<file path="config.mk">
export PLATFORM = sky130hd
export DESIGN_NAME = fosfor_present_ctrl_flat
export DESIGN_NICKNAME = d
export VERILOG_FILES = /design/src/rtl/fosfor_present_ctrl_if.sv /design/src/rtl/fosfor_present_ctrl.sv /design/src/flat_wrapper.sv
export SDC_FILE = /design/constraint.sdc
export NUM_CORES = 1
export LEC_CHECK = 0
export ABC_AREA = 1
export ABC_CLOCK_PERIOD_IN_PS = 1500
export CELL_PAD_IN_SITES_DETAIL_PLACEMENT = 2
export CELL_PAD_IN_SITES_GLOBAL_PLACEMENT = 2
export CORE_UTILIZATION = 27
export DETAILED_ROUTE_END_ITERATION = 7
export GPL_ROUTABILITY_DRIVEN = 0
export PLACE_DENSITY_LB_ADDON = 0.25
export SLEW_MARGIN = 20
export SYNTH_ARGS = -nofsm -noshare
export SYNTH_HDL_FRONTEND = slang
export SYNTH_SLANG_ARGS = --single-unit
</file>
<file path="constraint.sdc">
create_clock -name Clk_k -period 1.5 [get_ports Clk_k]
set_clock_uncertainty 0.1 [all_clocks]
set_input_delay 0.15 -clock Clk_k [delete_from_list [all_inputs] [get_ports Clk_k]]
set_output_delay 0.15 -clock Clk_k [all_outputs]
set_load 0.05 [all_outputs]
</file>
<file path="src/rtl/fosfor_present_ctrl_if.sv">
// fosfor_present_ctrl_if -- handshake and datapath-control bundle for the
// PRESENT block-cipher controller.
//
// Signals (directions as seen by the controller, modport slave):
//   Start_i            in   one-cycle start pulse
//   InValid_i/InReady_o     input nibble stream handshake (key, then plaintext)
//   OutValid_o/OutReady_i   ciphertext nibble stream handshake
//   DpLoadKey_o, DpLoadState_o      datapath shift-in enables
//   DpRound_o, DpFinal_o, DpShiftOut_o  datapath round / final-key-add / shift-out
//   DpRoundCnt_ob5     out  round counter for the key schedule
//   Busy_o, Done_o     out  status
// The master modport is the view of whoever drives the controller.
interface fosfor_present_ctrl_if;
  logic       Start_i;
  logic       InValid_i;
  logic       InReady_o;
  logic       OutValid_o;
  logic       OutReady_i;
  logic       DpLoadKey_o;
  logic       DpLoadState_o;
  logic       DpRound_o;
  logic       DpFinal_o;
  logic       DpShiftOut_o;
  logic [4:0] DpRoundCnt_ob5;
  logic       Busy_o;
  logic       Done_o;

  modport slave (
    input  Start_i, InValid_i, OutReady_i,
    output InReady_o, OutValid_o, DpLoadKey_o, DpLoadState_o, DpRound_o,
           DpFinal_o, DpShiftOut_o, DpRoundCnt_ob5, Busy_o, Done_o
  );

  modport master (
    output Start_i, InValid_i, OutReady_i,
    input  InReady_o, OutValid_o, DpLoadKey_o, DpLoadState_o, DpRound_o,
           DpFinal_o, DpShiftOut_o, DpRoundCnt_ob5, Busy_o, Done_o
  );
endinterface

</file>
<file path="src/rtl/fosfor_present_ctrl.sv">
// fosfor_present_ctrl -- sequencing FSM for a nibble-serial PRESENT datapath.
//
// Flow: IDLE -> LOAD_KEY (KEY_NIB nibbles) -> LOAD_DATA (16 nibbles)
//       -> ROUND (31 cycles, counter 1..31) -> FINAL (1 cycle)
//       -> UNLOAD (16 nibbles) -> IDLE with a one-cycle Done_o.
//
// Ports:
//   Clk_k     in  clock, all state on the rising edge
//   Reset_rn  in  asynchronous active-low reset
//   bus       fosfor_present_ctrl_if.slave, handshakes and datapath enables
//
// Configuration macro:
//   FOSFOR_PRESENT_KEY128_EN  defined   -> 128-bit key, 32 key nibbles
//                             undefined -> 80-bit key, 20 key nibbles
module fosfor_present_ctrl (
  input  logic                        Clk_k,
  input  logic                        Reset_rn,
  fosfor_present_ctrl_if.slave        bus
);

`ifdef FOSFOR_PRESENT_KEY128_EN
  localparam int KEY_NIB = 32;
`else
  localparam int KEY_NIB = 20;
`endif

  localparam logic [4:0] KEY_LAST  = 5'(KEY_NIB - 1);
  localparam logic [4:0] BLK_LAST  = 5'd15;
  localparam logic [4:0] RND_LAST  = 5'd31;

  typedef enum logic [2:0] {
    S_IDLE,
    S_LOAD_KEY,
    S_LOAD_DATA,
    S_ROUND,
    S_FINAL,
    S_UNLOAD
  } state_t;

  state_t     state;
  logic [4:0] nib_cnt;
  logic [4:0] rnd_cnt;
  logic       in_rdy_q;
  logic       out_vld_q;
  logic       round_q;
  logic       final_q;
  logic       busy_q;
  logic       done_q;

  logic       in_xfer;
  logic       out_xfer;

  // Transfers are the only combinational paths: ready/valid are registered,
  // so the load and shift-out enables follow the partner's handshake input
  // within the same cycle.
  assign in_xfer  = bus.InValid_i & in_rdy_q;
  assign out_xfer = out_vld_q & bus.OutReady_i;

  always_ff @(posedge Clk_k or negedge Reset_rn) begin
    if (!Reset_rn) begin
      state     <= S_IDLE;
      nib_cnt   <= '0;
      rnd_cnt   <= '0;
      in_rdy_q  <= 1'b0;
      out_vld_q <= 1'b0;
      round_q   <= 1'b0;
      final_q   <= 1'b0;
      busy_q    <= 1'b0;
      done_q    <= 1'b0;
    end else begin
      // Done is a single-cycle pulse marking the first IDLE cycle.
      done_q <= 1'b0;
      unique case (state)
        S_IDLE: begin
          if (bus.Start_i) begin
            state    <= S_LOAD_KEY;
            nib_cnt  <= '0;
            in_rdy_q <= 1'b1;
            busy_q   <= 1'b1;
          end
        end
        S_LOAD_KEY: begin
          if (in_xfer) begin
            if (nib_cnt == KEY_LAST) begin
              state   <= S_LOAD_DATA;
              nib_cnt <= '0;
            end else begin
              nib_cnt <= nib_cnt + 5'd1;
            end
          end
        end
        S_LOAD_DATA: begin
          if (in_xfer) begin
            if (nib_cnt == BLK_LAST) begin
              state    <= S_ROUND;
              nib_cnt  <= '0;
              in_rdy_q <= 1'b0;
              round_q  <= 1'b1;
              rnd_cnt  <= 5'd1;
            end else begin
              nib_cnt <= nib_cnt + 5'd1;
            end
          end
        end
        S_ROUND: begin
          if (rnd_cnt == RND_LAST) begin
            state   <= S_FINAL;
            round_q <= 1'b0;
            final_q <= 1'b1;
          end else begin
            rnd_cnt <= rnd_cnt + 5'd1;
          end
        end
        S_FINAL: begin
          // Round count stays at 31 during FINAL and is cleared on leaving it.
          state     <= S_UNLOAD;
          final_q   <= 1'b0;
          out_vld_q <= 1'b1;
          nib_cnt   <= '0;
          rnd_cnt   <= '0;
        end
        S_UNLOAD: begin
          if (out_xfer) begin
            if (nib_cnt == BLK_LAST) begin
              state     <= S_IDLE;
              nib_cnt   <= '0;
              out_vld_q <= 1'b0;
              busy_q    <= 1'b0;
              done_q    <= 1'b1;
            end else begin
              nib_cnt <= nib_cnt + 5'd1;
            end
          end
        end
        default: begin
          state     <= S_IDLE;
          nib_cnt   <= '0;
          rnd_cnt   <= '0;
          in_rdy_q  <= 1'b0;
          out_vld_q <= 1'b0;
          round_q   <= 1'b0;
          final_q   <= 1'b0;
          busy_q    <= 1'b0;
        end
      endcase
    end
  end

  assign bus.InReady_o      = in_rdy_q;
  assign bus.OutValid_o     = out_vld_q;
  assign bus.DpLoadKey_o    = in_xfer & (state == S_LOAD_KEY);
  assign bus.DpLoadState_o  = in_xfer & (state == S_LOAD_DATA);
  assign bus.DpRound_o      = round_q;
  assign bus.DpFinal_o      = final_q;
  assign bus.DpShiftOut_o   = out_xfer;
  assign bus.DpRoundCnt_ob5 = rnd_cnt;
  assign bus.Busy_o         = busy_q;
  assign bus.Done_o         = done_q;

endmodule
</file>
<file path="src/flat_wrapper.sv">
// flat-port wrapper written by rule: the top's interface ports become plain ports
module fosfor_present_ctrl_flat 
  (Clk_k, Reset_rn, bus_Start_i, bus_InValid_i, bus_OutReady_i, bus_InReady_o, bus_OutValid_o, bus_DpLoadKey_o, bus_DpLoadState_o, bus_DpRound_o, bus_DpFinal_o, bus_DpShiftOut_o, bus_DpRoundCnt_ob5, bus_Busy_o, bus_Done_o);
  fosfor_present_ctrl_if bus_i ();
  input  logic Clk_k;
  input  logic Reset_rn;
  input wire logic [$bits(bus_i.Start_i)-1:0] bus_Start_i;
  input wire logic [$bits(bus_i.InValid_i)-1:0] bus_InValid_i;
  input wire logic [$bits(bus_i.OutReady_i)-1:0] bus_OutReady_i;
  output wire logic [$bits(bus_i.InReady_o)-1:0] bus_InReady_o;
  output wire logic [$bits(bus_i.OutValid_o)-1:0] bus_OutValid_o;
  output wire logic [$bits(bus_i.DpLoadKey_o)-1:0] bus_DpLoadKey_o;
  output wire logic [$bits(bus_i.DpLoadState_o)-1:0] bus_DpLoadState_o;
  output wire logic [$bits(bus_i.DpRound_o)-1:0] bus_DpRound_o;
  output wire logic [$bits(bus_i.DpFinal_o)-1:0] bus_DpFinal_o;
  output wire logic [$bits(bus_i.DpShiftOut_o)-1:0] bus_DpShiftOut_o;
  output wire logic [$bits(bus_i.DpRoundCnt_ob5)-1:0] bus_DpRoundCnt_ob5;
  output wire logic [$bits(bus_i.Busy_o)-1:0] bus_Busy_o;
  output wire logic [$bits(bus_i.Done_o)-1:0] bus_Done_o;
  assign bus_i.Start_i = bus_Start_i;
  assign bus_i.InValid_i = bus_InValid_i;
  assign bus_i.OutReady_i = bus_OutReady_i;
  assign bus_InReady_o = bus_i.InReady_o;
  assign bus_OutValid_o = bus_i.OutValid_o;
  assign bus_DpLoadKey_o = bus_i.DpLoadKey_o;
  assign bus_DpLoadState_o = bus_i.DpLoadState_o;
  assign bus_DpRound_o = bus_i.DpRound_o;
  assign bus_DpFinal_o = bus_i.DpFinal_o;
  assign bus_DpShiftOut_o = bus_i.DpShiftOut_o;
  assign bus_DpRoundCnt_ob5 = bus_i.DpRoundCnt_ob5;
  assign bus_Busy_o = bus_i.Busy_o;
  assign bus_Done_o = bus_i.Done_o;
  fosfor_present_ctrl u_core (.Clk_k(Clk_k), .Reset_rn(Reset_rn), .bus(bus_i));
endmodule
</file>
# Word level (Yosys, flattened, before mapping)
# Index checks and enable logic that the tools add are counted.
# W data, S select, Z words.
# totals
ff_bits	19
latch_bits	0
ramBits	0
rom_bits	0
input_bits	5
memories	0
# classes
add_sub_neg	2
multipliers	0
div	0
magnitude_cmp	0
eq_ne	17
shifts	0
n_mux	36
bitwise_logic	11
n_reduce_logical	15
# ops
op	count
$mux W5	9
$pmux W5 S5	1
$mux W3	8
$reduce_or A4 Y1	5
$pmux W3 S6	1
$reduce_and A4 Y1	4
$pmux W5 S3	1
$ne A2 B1 Y1 const B	6
$pmux W1 S3	4
$mux W1	11
$add A5 B1 Y5 const B	2
$eq A5 B5 Y1 const B	2
$reduce_and A8 Y1	1
$not A1 Y1	7
$eq A3 B2 Y1 const B	2
$eq A3 B3 Y1 const B	2
$ne A2 B2 Y1 const B	3
$eq A5 B4 Y1 const B	1
$reduce_and A5 Y1	1
$and A1 B1 Y1	4
$eq A3 B1 Y1 const B	1
$logic_not A3 Y1	1
$reduce_and A3 Y1	1
$reduce_or A3 Y1	1
2 further kinds	2

# Longest topological paths before layout
# Gate-level depths: netlist of the first run.
# depth
ltp_word	4
mapped_depth	11

# Least setup slack after synthesis of the first run
# OpenSTA, ideal clock, no wires.
# synth_timing
path_kind	reg2reg
from	reg u_core.rnd_cnt[0] (netlist: u_core.bus.DpRoundCnt_ob5[0])
to	reg u_core.state[0]
setup_time_ns	0.117
t_arrival_ns	1.727
required_time_ns	1.283
path_slack_ns	-0.444
stages_incl_launch_ff	12
n_path_buf	0
cell_sequence	dfrtp_1 > ha_1 > nand2_1 > nor2_1 > ha_1 > inv_1 > nand2_1 > nand2_1 > nor2_1 > nand2_1 > nand2_1 > nand2_1
# synth_between
elab_chain_len	3
# synth_rtl
element	line	rtl
start: declaration	fosfor_present_ctrl.sv:42	logic [4:0] rnd_cnt;
start signal: assignment	fosfor_present_ctrl.sv:111	rnd_cnt <= rnd_cnt + 5'd1;
$eq A5 B5 Y1	fosfor_present_ctrl.sv:106	if (rnd_cnt == RND_LAST) begin
$ne A2 B1 Y1 (no line)	--	
$reduce_and A8 Y1 (no line)	--	
end signal: assignment	fosfor_present_ctrl.sv:107	state <= S_FINAL;
end signal: assignment	fosfor_present_ctrl.sv:116	state <= S_UNLOAD;
end signal: assignment	fosfor_present_ctrl.sv:125	state <= S_IDLE;
end: declaration	fosfor_present_ctrl.sv:40	state_t state;
# No other way between the ends.
# A chain may end at the register's enable or synchronous reset.

# Worst setup path after layout of the first run
# layout_timing
from	reg u_core.nib_cnt[1]
to	reg u_core.state[1]
# layout_between
elab_chain_len	3
elab_cells_between_ends	6
classes_between	eq/ne (5); reduce/logical (1)
# layout_rtl
element	line	rtl
start: declaration	fosfor_present_ctrl.sv:41	logic [4:0] nib_cnt;
start signal: assignment	fosfor_present_ctrl.sv:88	nib_cnt <= nib_cnt + 5'd1;
start signal: assignment	fosfor_present_ctrl.sv:101	nib_cnt <= nib_cnt + 5'd1;
start signal: assignment	fosfor_present_ctrl.sv:131	nib_cnt <= nib_cnt + 5'd1;
$eq A5 B5 Y1 or $eq A5 B4 Y1 (tied branches)	fosfor_present_ctrl.sv:84, fosfor_present_ctrl.sv:94, fosfor_present_ctrl.sv:124	
$ne A2 B1 Y1 (no line)	--	
$reduce_and A8 Y1 (no line) *	--	
end signal: assignment	fosfor_present_ctrl.sv:85	state <= S_LOAD_DATA;
end signal: assignment	fosfor_present_ctrl.sv:95	state <= S_ROUND;
end signal: assignment	fosfor_present_ctrl.sv:107	
# Every way passes the cells marked *; elsewhere a longest branch is shown, timed or not.

==> results of run 1 <==
==> power groups by stage <==
stage	Clock [mW]	Sequential [mW]	Combinational [mW]
2_1_floorplan	0	0.900	0.877
3_3_place_gp	0	0.767	1.67
3_5_place_dp	0	0.781	1.80
4_1_cts	0.394	0.765	2.14
5_1_grt	0.432	0.794	2.93
6_report	0.413	0.790	2.80
==> metrics by stage <==
step	hold WS [ns]	instance area, sq um
6_report	0.1248	2372
5_1_grt	0.1338	2372
4_1_cts	0.1378	2115
3_5_place_dp	0.4228	1851
3_3_place_gp	0.4147	1851
2_1_floorplan	-0.2456	1274
==> registers in the layout (all words and copies together), names as in the netlist <==
signal,flops
u_core.bus.OutValid_o,1
u_core.bus.Done_o,1
u_core.bus.DpRoundCnt_ob5,5
u_core.bus.DpRound_o,1
u_core.bus.Busy_o,1
u_core.nib_cnt,5
u_core.bus.InReady_o,1
u_core.bus.DpFinal_o,1
u_core.state,3
==> critical path: cells and delay by family (launching register included) <==
family	cells	cell delay (ns)
AND/OR/NAND/NOR	7	0.93
flip-flops	1	0.38
adder cells (fa/ha/maj)	1	0.21
buffers and inverters	1	0.13
==> cells by family (layout without fill, tap and decap cells) <==
kind of cell    Yosys count  after routing  share of synthesized area
flops                    19             19                     0.3889
xor+xnor                  2              2                    0.01433
compound gates           14             14                    0.06448
fa+ha+maj                 5              5                    0.05118
simple gates            111            111                     0.4135
buf+inv                  19             95                    0.06755
==> area by class of cell <==
class	instances	area (sq um)	area share
flip-flops and latches	19	484.2	0.2041
repair buffers	74	763.2	0.3217
clock buffers	4	45.04	0.01899
multi-input cells	132	938.4	0.3956
inverters	17	76.32	0.03217
well taps	52	65.06	0.02743
==> synthesized netlist by cell type <==
| cell | n |
|---|---|
| nand4_1 | 3 |
| nand2_1 | 63 |
| nor2_4 | 3 |
| o31ai_1 | 1 |
| dfrtp_1 | 19 |
| nand2_4 | 1 |
| o21ai_1 | 1 |
| ha_1 | 5 |
| nor2_2 | 1 |
| inv_2 | 3 |
| nand2_2 | 2 |
| o21ai_2 | 1 |
| buf_4 | 1 |
| buf_6 | 1 |
| inv_1 | 14 |
| nor2_1 | 13 |
| nand3_2 | 1 |
| xor2_1 | 2 |
| a21oi_1 | 3 |
| nand3_1 | 22 |
| o21a_1 | 1 |
| nand3b_2 | 1 |
| or2_2 | 1 |
| o21ai_0 | 7 |
==> per-layer routing <==
layer	global-route usage	vias to the layer above
li1	-	696
met3	0.03198	15
met5	0	-
met4	0.1156	0
met1	0.3083	766
met2	0.5318	41
==> timing repair <==
item                                    in CTS  in global routing
hold buffers                                 0                  0
resized for setup                           32                 44
buffers inserted                            14                 19
hold endpoints to repair                     0                  0
endpoints found under the setup margin      21                 22
pin swaps                                   18                 22
==> how the worst max path moves through the flow <==
stage / cells past startpoint / slack (ns) / end
6_report: 9 / -0.36 / u_core.state[1]
3_5_place_dp: 6 / -0.30 / u_core.nib_cnt[2]
4_1_cts: 9 / -0.22 / u_core.bus.DpRoundCnt_ob5[0]
2_1_floorplan: 11 / -0.21 / u_core.state[1]
5_1_grt: 9 / -0.39 / u_core.state[1]
3_3_place_gp: 6 / -0.16 / u_core.nib_cnt[0]
==> layout by cell type (no fill, tap or decap), types with 3 or more instances in the layout <==
cell             Yosys  routed
ha_4                 0       4
inv_1               14       8
nand2_2              2      22
clkbuf_8             0       3
clkdlybuf4s50_1      0       4
nor2_4               3      10
buf_6                1       6
nand4_1              3       3
inv_4                0       5
nand2_4              1       5
dfrtp_1             19      12
nand2_1             63      39
buf_4                1      50
dfrtp_2              0       7
a21oi_1              3       3
nand3_1             22      14
o21ai_1              1       3
nor2_1              13       7
o21ai_2              1       4
buf_12               0      14
inv_2                3       4
nand3_2              1       7
==> flow_summary.toml, run 1 <==
[outcome]
status = "finished with violations"
failed_checks = "negative setup slack"

[route]
routed.top_layer = "met4"
wl_met1_um = 3058
route.met2.wl_um = 4092
drt_iter0_markers = 58
drc = 0
num_vias = 1518
ant_nets = 0
dr.pass1.iters = 4
wl_um = 7598
post_drt_wl_per_cell_um = 25.50
via_per_inst = 5.094
met3_wirelength_um = 215

[min_path]
hold_path_class = "in -> async"

[synth]
ys_seq_elements = 19
yosysTopAreaCell = "dfrtp_1"
ys_types = 24
yosysTopAreaCellShare = 0.3889
syn_avg_cell_area_sq_um = 7.191
synth_seq_area_share = 0.3889
synthTopCellsByArea = "dfrtp_1 39%, nand2_1 19%, nand3_1 9.0%, ha_1 5.1%, inv_1 4.3%"
syn_nets = 180
netlist_instances = 170
syn-cell-area_sq_um = 1222
synth-warning-count = 0

[sta]
max_slew_margin = 0.6845
hold_viol_final = 0
clock.fmax_mhz = 539.1
tightest_slew_ns = 0.4683
slew_violations = 0
period_needed_ns = 1.855
period_share = 1.237
setup_violations = 21
setup_slack_ns = -0.3550
setup_tns_ns = -3.642
rsz0062_at_grt = "yes"

[floorplan]
io_pins = 19
core_area_sq_um = 4354
fp.dieH_um = 69.29
rows = 24
die_w_um = 69.29
dieArea_sq_um = 4800
initial_utilization = 0.2807

[final_layout]
post-route-util = 0.5448
drive_gt1_frac = 0.6016
fill_cells = 453
syn2layout_area_growth_pct = 94.06
diodes = 0
final_nets = 257
final_cells = 298

[cts]
cts_tree = "built"
clk_latency_ns = 0.28
cts_max_path_buffers = 2
root_buffer = "clkbuf_8"
clock-sinks = 19
cts_made_buffers = 3
cts_htree_levels = 1
clkSlewWorstSetupHoldPaths_ns = 0.09

[critical_path]
rr_worst_depth = 9
r2r_end = "u_core.state[1]"
regToRegSetupSlack_ns = -0.36
crit_arrival_ns = 1.92
cp-start-kind = "register"
required_ns = 1.57
cpPeakStageDelay_ns = 0.38
worstPathCellList = "ha_2 -> buf_4 -> nand2_1 -> nor2_1 -> nor2_1 -> nor2_1 -> nand2_2 -> nand2_2 -> nand2_2"
crit_path_start = "u_core.nib_cnt[1]"
r2r_start = "u_core.nib_cnt[1]"
path_class = "reg -> reg"
crit_path_end_kind = "register"
worst_path_max_delay_cell = "dfrtp_1"
path_max_fanout = 3

[grt]
grt_pass1_wl_um = 10110
first_global_vias = 1757
grt_max_degree = 20
overflow = 0
antenna_found_initial = 0
grt_usage = 0.2789

[place]
pre_cts_slack_ns = -0.2995
io_buffer_count = 18
hpwl_um = 3701
placed_cells = 266

[power]
total_power_mw = 4.003
power.internal_mw = 1.977
peakVddDrop_mv = 0.7132
p_leak_nw = 1.132
switchingPower_mw = 2.025
combPwrFrac = 0.700
p_clk_frac = 0.103
p_sw_frac = 0.5059
powerDensity_nw_per_um2 = 1687
p_seq_frac = 0.197

[job]
cap_violations = 0
Note: power is estimated with default switching activity, not from simulation.
==> inputs of run 2 (changes only) <==
--- a/config.mk
+++ b/config.mk
@@ -7,9 +7,7 @@
 export LEC_CHECK = 0
 export ABC_AREA = 1
 export ABC_CLOCK_PERIOD_IN_PS = 1500
-export CELL_PAD_IN_SITES_DETAIL_PLACEMENT = 2
-export CELL_PAD_IN_SITES_GLOBAL_PLACEMENT = 2
-export CORE_UTILIZATION = 27
+export CORE_UTILIZATION = 45
 export DETAILED_ROUTE_END_ITERATION = 7
 export GPL_ROUTABILITY_DRIVEN = 0
 export PLACE_DENSITY_LB_ADDON = 0.25
==> flow_summary.toml, run 2 (synthesized netlist as in run 1, its figures left out) <==
[outcome]
status = "finished with violations"
failed_checks = "negative setup slack"

[grt]
grt_max_degree = 20
overflow = 0
grt_pass1_wl_um = 6092
antenna_found_initial = 0
grt_usage = 0.2976
first_global_vias = 1399

[power]
p_leak_nw = 0.9802
peakVddDrop_mv = 1.237
powerDensity_nw_per_um2 = 1547

[sta]
hold_viol_final = 0
setup_slack_ns = -0.2241
tightest_slew_ns = 0.3616
rsz0062_at_grt = "yes"
setup_violations = 16
clock.fmax_mhz = 580.0
slew_violations = 0
period_needed_ns = 1.724
period_share = 1.149
max_slew_margin = 0.7564
fin_hold_ws_ns = 0.05037

[route]
drt_iter0_markers = 77
post_drt_wl_per_cell_um = 15.23
via_per_inst = 5.504
drc = 0
dr.pass1.iters = 4
num_vias = 1387
wl_um = 3837
ant_nets = 0

[critical_path]
crit_arrival_ns = 1.84
path_class = "reg -> reg"
required_ns = 1.61
crit_path_end_kind = "register"
worstPathCellList = "ha_2 -> nand2_2 -> nor2_4 -> ha_4 -> nand3_4 -> nand3_2 -> nand2_2 -> nor2_4 -> nand2_2 -> nand2_1 -> nand2_1"
cp_top_family = "simple AND/OR/NAND/NOR gates"
worst_path_max_delay_cell = "dfrtp_1"
cpPeakStageDelay_ns = 0.37
path_max_fanout = 3
path_buf_inv = 0
cp_common_cell = "nand2_2"
cp-start-kind = "register"

[place]
hpwl_um = 2376
pre_cts_slack_ns = -0.2556
io_buffer_count = 18

[final_layout]
syn2layout_area_growth_pct = 63.87
final_nets = 233
mostFrequentLayoutCell = "nand2_1"
diodes = 0
drive_gt1_frac = 0.4414
post-route-util = 0.7941
layout_common_cells = "53 x nand2_1, 32 x buf_4, 17 x nand3_1, 13 x buf_12, 12 x dfrtp_1"

[floorplan]
fp.dieH_um = 54.12
core_area_sq_um = 2522
die_w_um = 54.12
dieArea_sq_um = 2929
initial_utilization = 0.4846
io_pins = 19
rows = 18

[cts]
cts_tree = "built"
cts_htree_levels = 1
clock-sinks = 19
clkSlewWorstSetupHoldPaths_ns = 0.12
clk_latency_ns = 0.32
cts_made_buffers = 3
cts_max_path_buffers = 2
root_buffer = "clkbuf_4"

[job]
cap_violations = 0

[min_path]
hold_path_class = "in -> async"
-- run 2: worst reg2reg max path, cell delays in order, from the launching register on --
cell and delay, ns:
dfrtp_1 0.37, ha_2 0.20, nand2_2 0.06, nor2_4 0.15, ha_4 0.17, nand3_4 0.07
nand3_2 0.10, nand2_2 0.07, nor2_4 0.13, nand2_2 0.07, nand2_1 0.07, nand2_1 0.07
-- run 2: what timing repair did --
| item | 4_1_cts | 5_1_grt |
|---|---|---|
| resized for setup | 14 | 21 |
| hold buffers | 0 | 0 |
| setup buffers | 8 | 2 |
| setup endpoints to repair | 19 | 21 |
| pin swaps | 7 | 11 |
-- run 2: metal layers --
layer  share of wire  vias up  GRT usage  routed length, um
met4           0.048        0     0.1880                185
met3           0.052       23    0.03672                201
met5               0        -          0                  0
met1            0.38      641     0.3264               1440
li1                -      648          -                  -
met2            0.52       75     0.5325               2009
-- run 2: final timing paths --
| path | start | end | slack [ns] | depth (start not counted) |
|---|---|---|---|---|
| worst max-delay path | u_core.nib_cnt[0] | u_core.state[1] | -0.22 | 11 |
| worst min-delay path | Reset_rn | u_core.bus.DpRoundCnt_ob5[1] | 0.05 | 2 |
| worst max register to register | u_core.nib_cnt[0] | u_core.state[1] | -0.22 | 11 |
| worst min register to register | u_core.bus.Busy_o | u_core.bus.Busy_o | 0.45 | 2 |
| max in group asynchronous | Reset_rn | u_core.bus.InReady_o | 1.01 | 2 |
| min in group Clk_k | u_core.bus.Busy_o | u_core.bus.Busy_o | 0.45 | 2 |
-- run 2: cell type report --
| cell class | count | area, sq um |
|---|---|---|
| clock buffers | 4 | 26.28 |
| multi-input cells | 132 | 834.6 |
| inverters | 17 | 68.82 |
| well taps | 30 | 37.54 |
| repair buffers | 50 | 551.8 |
| fillers | 147 | 519.2 |
| flip-flops and latches | 19 | 484.2 |
-- run 2: per-stage QoR --
stage                     total power, mW  cell area, sq um  std cells  TNS [ns]
after floorplan                     1.777              1274        170    -1.488
after global placement              2.326              1773        239    -1.725
after detailed placement            2.367              1773        239    -2.842
after CTS                           2.866              1908        251    -1.992
after global routing                3.260              2003        252    -3.940
final                               3.099              2003        252    -2.268
-- run 2: where the power goes --
group | internal [mW] | total (mW) | leakage [nW] | switching [mW]
Clock | 0.104 | 0.283 | 0.0150 | 0.179
Combinational | 0.855 | 2.08 | 0.728 | 1.23
Sequential | 0.626 | 0.733 | 0.238 | 0.107
==> inputs of run 3 (changes only) <==
--- a/config.mk
+++ b/config.mk
@@ -5,9 +5,9 @@
 export SDC_FILE = /design/constraint.sdc
 export NUM_CORES = 1
 export LEC_CHECK = 0
-export ABC_AREA = 1
 export ABC_CLOCK_PERIOD_IN_PS = 1500
 export CORE_UTILIZATION = 45
+export CTS_CLUSTER_SIZE = 40
 export DETAILED_ROUTE_END_ITERATION = 7
 export GPL_ROUTABILITY_DRIVEN = 0
 export PLACE_DENSITY_LB_ADDON = 0.25
@@ -15,3 +15,4 @@
 export SYNTH_ARGS = -nofsm -noshare
 export SYNTH_HDL_FRONTEND = slang
 export SYNTH_SLANG_ARGS = --single-unit
+export TNS_END_PERCENT = 30
==> flow_summary.toml, run 3 <==
[floorplan]
die_w_um = 54.55
core_area_sq_um = 2545
fp.dieH_um = 54.55
io_pins = 19
initial_utilization = 0.4882
dieArea_sq_um = 2975
rows = 18

[critical_path]
rr_worst_depth = 8
r2r_end = "u_core.nib_cnt[3]"
path_class = "reg -> reg"
required_ns = 1.64
crit_path_end_kind = "register"
path_max_fanout = 3
regToRegSetupSlack_ns = -0.74
crit_arrival_ns = 2.38
r2r_start = "u_core.nib_cnt[0]"
cp-start-kind = "register"

[route]
wl_um = 4313
post_drt_wl_per_cell_um = 19.43
dr.pass1.iters = 4
drc = 0
drt_iter0_markers = 59
ant_nets = 0
via_per_inst = 6.081
num_vias = 1350

[sta]
period_share = 1.495
max_slew_margin = 0.7267
hold_viol_final = 0
period_needed_ns = 2.242
tightest_slew_ns = 0.4088
setup_slack_ns = -0.7421
setup_violations = 20
slew_violations = 0
rsz0062_at_grt = "yes"
clock.fmax_mhz = 446.0

[cts]
clk_latency_ns = 0.32
cts_made_buffers = 3
cts_tree = "built"
cts_htree_levels = 1
clkSlewWorstSetupHoldPaths_ns = 0.11
clock-sinks = 19
ctsHoldBuffers = 0
cts_max_path_buffers = 2
root_buffer = "clkbuf_4"

[synth]
syn_avg_cell_area_sq_um = 9.412
ys_async_sr_fraction = 1.000
synth-warning-count = 0
syn-cell-area_sq_um = 1242
netlist_instances = 132
yosysTopAreaCell = "dfrtp_1"
synth_most_common_cell = "dfrtp_1"
synth_common_cells = "19 x dfrtp_1, 11 x inv_1, 10 x a21oi_1, 7 x nand2_1, 7 x o21ai_0"
synthTopCellsByArea = "dfrtp_1 38%, ha_1 5.0%, a21oi_1 4.0%, inv_1 3.3%, o21ai_0 2.8%"
ys_seq_elements = 19
ys.flop_type = "dfrtp_1"
ys_types = 44
synth_edf_count = 0
yosysTopAreaCellShare = 0.3827
syn_nets = 142
synth_seq_area_share = 0.3827

[min_path]
hold_path_class = "in -> async"

[power]
peakVddDrop_mv = 1.138
p_sw_frac = 0.4184
p_leak_nw = 0.9200
total_power_mw = 2.479
powerDensity_nw_per_um2 = 1177
p_clk_frac = 0.113
power.internal_mw = 1.442
switchingPower_mw = 1.037
p_seq_frac = 0.291
combPwrFrac = 0.596

[final_layout]
final_cells = 222
final_area_sq_um = 2106
mostFrequentLayoutCell = "buf_4"
layout_common_cells = "44 x buf_4, 13 x buf_12, 12 x dfrtp_1, 10 x inv_1, 9 x a21oi_1"
diodes = 0
syn2layout_area_growth_pct = 69.49
final_nets = 203
drive_gt1_frac = 0.5104

[outcome]
failed_checks = "negative setup slack"
status = "finished with violations"

[grt]
grt_max_degree = 20
grt_usage = 0.2873
antenna_found_initial = 0
first_global_vias = 1320
grt_pass1_wl_um = 5961
overflow = 0

[place]
pre_cts_slack_ns = -0.5561
io_buffer_count = 18
hpwl_um = 2702
placed_cells = 212
postPlaceCellArea_sq_um = 1906

[job]
cap_violations = 0
[run 3: layout make-up]
cell class | instances | area, sq um
multi-input combinational | 96 | 874.6
timing repair buffer | 62 | 641.9
sequential | 19 | 484.2
fill | 142 | 439.2
tap | 30 | 37.54
clock buffer | 4 | 26.28
inverter | 11 | 41.29
[run 3: worst max-delay path: stages (launching register included)]
cell,delay [ns]
dfrtp_1,0.44
ha_2,0.21
nand3_2,0.08
inv_2,0.06
ha_4,0.17
or4b_1,0.50
o211a_1,0.18
nand3b_4,0.21
o2bb2ai_2,0.21
[run 3: how the worst max path moves through the flow]
| stage | start | endpoint | slack [ns] | cells past startpoint |
|---|---|---|---|---|
| finish | u_core.nib_cnt[0] | u_core.nib_cnt[3] | -0.74 | 8 |
| global route | u_core.nib_cnt[0] | u_core.nib_cnt[3] | -0.74 | 8 |
| CTS | u_core.nib_cnt[0] | u_core.nib_cnt[3] | -0.56 | 8 |
| detailed placement | u_core.nib_cnt[0] | u_core.nib_cnt[3] | -0.56 | 8 |
| global placement | u_core.nib_cnt[0] | u_core.nib_cnt[2] | -0.44 | 8 |
| floorplan | u_core.nib_cnt[0] | u_core.nib_cnt[2] | -0.43 | 8 |
[run 3: routing by layer]
layer / track usage / up-vias / wire length (um)
li1: - / 614 / -
met1: 0.3243 / 642 / 1612
met2: 0.5142 / 73 / 2211
met3: 0.05278 / 21 / 268
met4: 0.1368 / 0 / 221
met5: 0 / - / 0
[run 3: through the flow]
| step | TNS (ns) | util | hold slack (ns) |
|---|---|---|---|
| 3_5_place_dp | -6.453 | 0.7488 | 0.4066 |
| 4_1_cts | -6.613 | 0.7871 | 0.05706 |
| 3_3_place_gp | -4.996 | 0.7488 | 0.3842 |
| 2_1_floorplan | -4.148 | - | -0.2456 |
| 5_1_grt | -8.846 | 0.8274 | 0.1058 |
| 6_report | -7.987 | 0.8274 | 0.05400 |
[run 3: logic make-up (layout without fill, tap and decap cells)]
| logic type | count (synthesis) | after routing | synth area share |
|---|---|---|---|
| compound gates | 44 | 44 | 0.2649 |
| fa+ha+maj | 5 | 5 | 0.05035 |
| buf+inv | 17 | 77 | 0.06445 |
| flops | 19 | 19 | 0.3827 |
| mux | 2 | 2 | 0.01611 |
| simple gates | 45 | 45 | 0.2216 |
[run 3: power groups by stage]
stage          combinational [mW]  clock [mW]  sequential, mW
2_1_floorplan               0.567           0           0.752
5_1_grt                      1.53       0.301           0.726
4_1_cts                      1.16       0.290           0.700
6_report                     1.48       0.281           0.721
3_5_place_dp                 1.09           0           0.704
3_3_place_gp                 1.04           0           0.699
[run 3: timing repair]
action / 4_1_cts / 5_1_grt
resized for setup: 13 / 19
setup buffers: 4 / 4
pin swaps: 8 / 11
endpoints found under the setup margin: 21 / 21
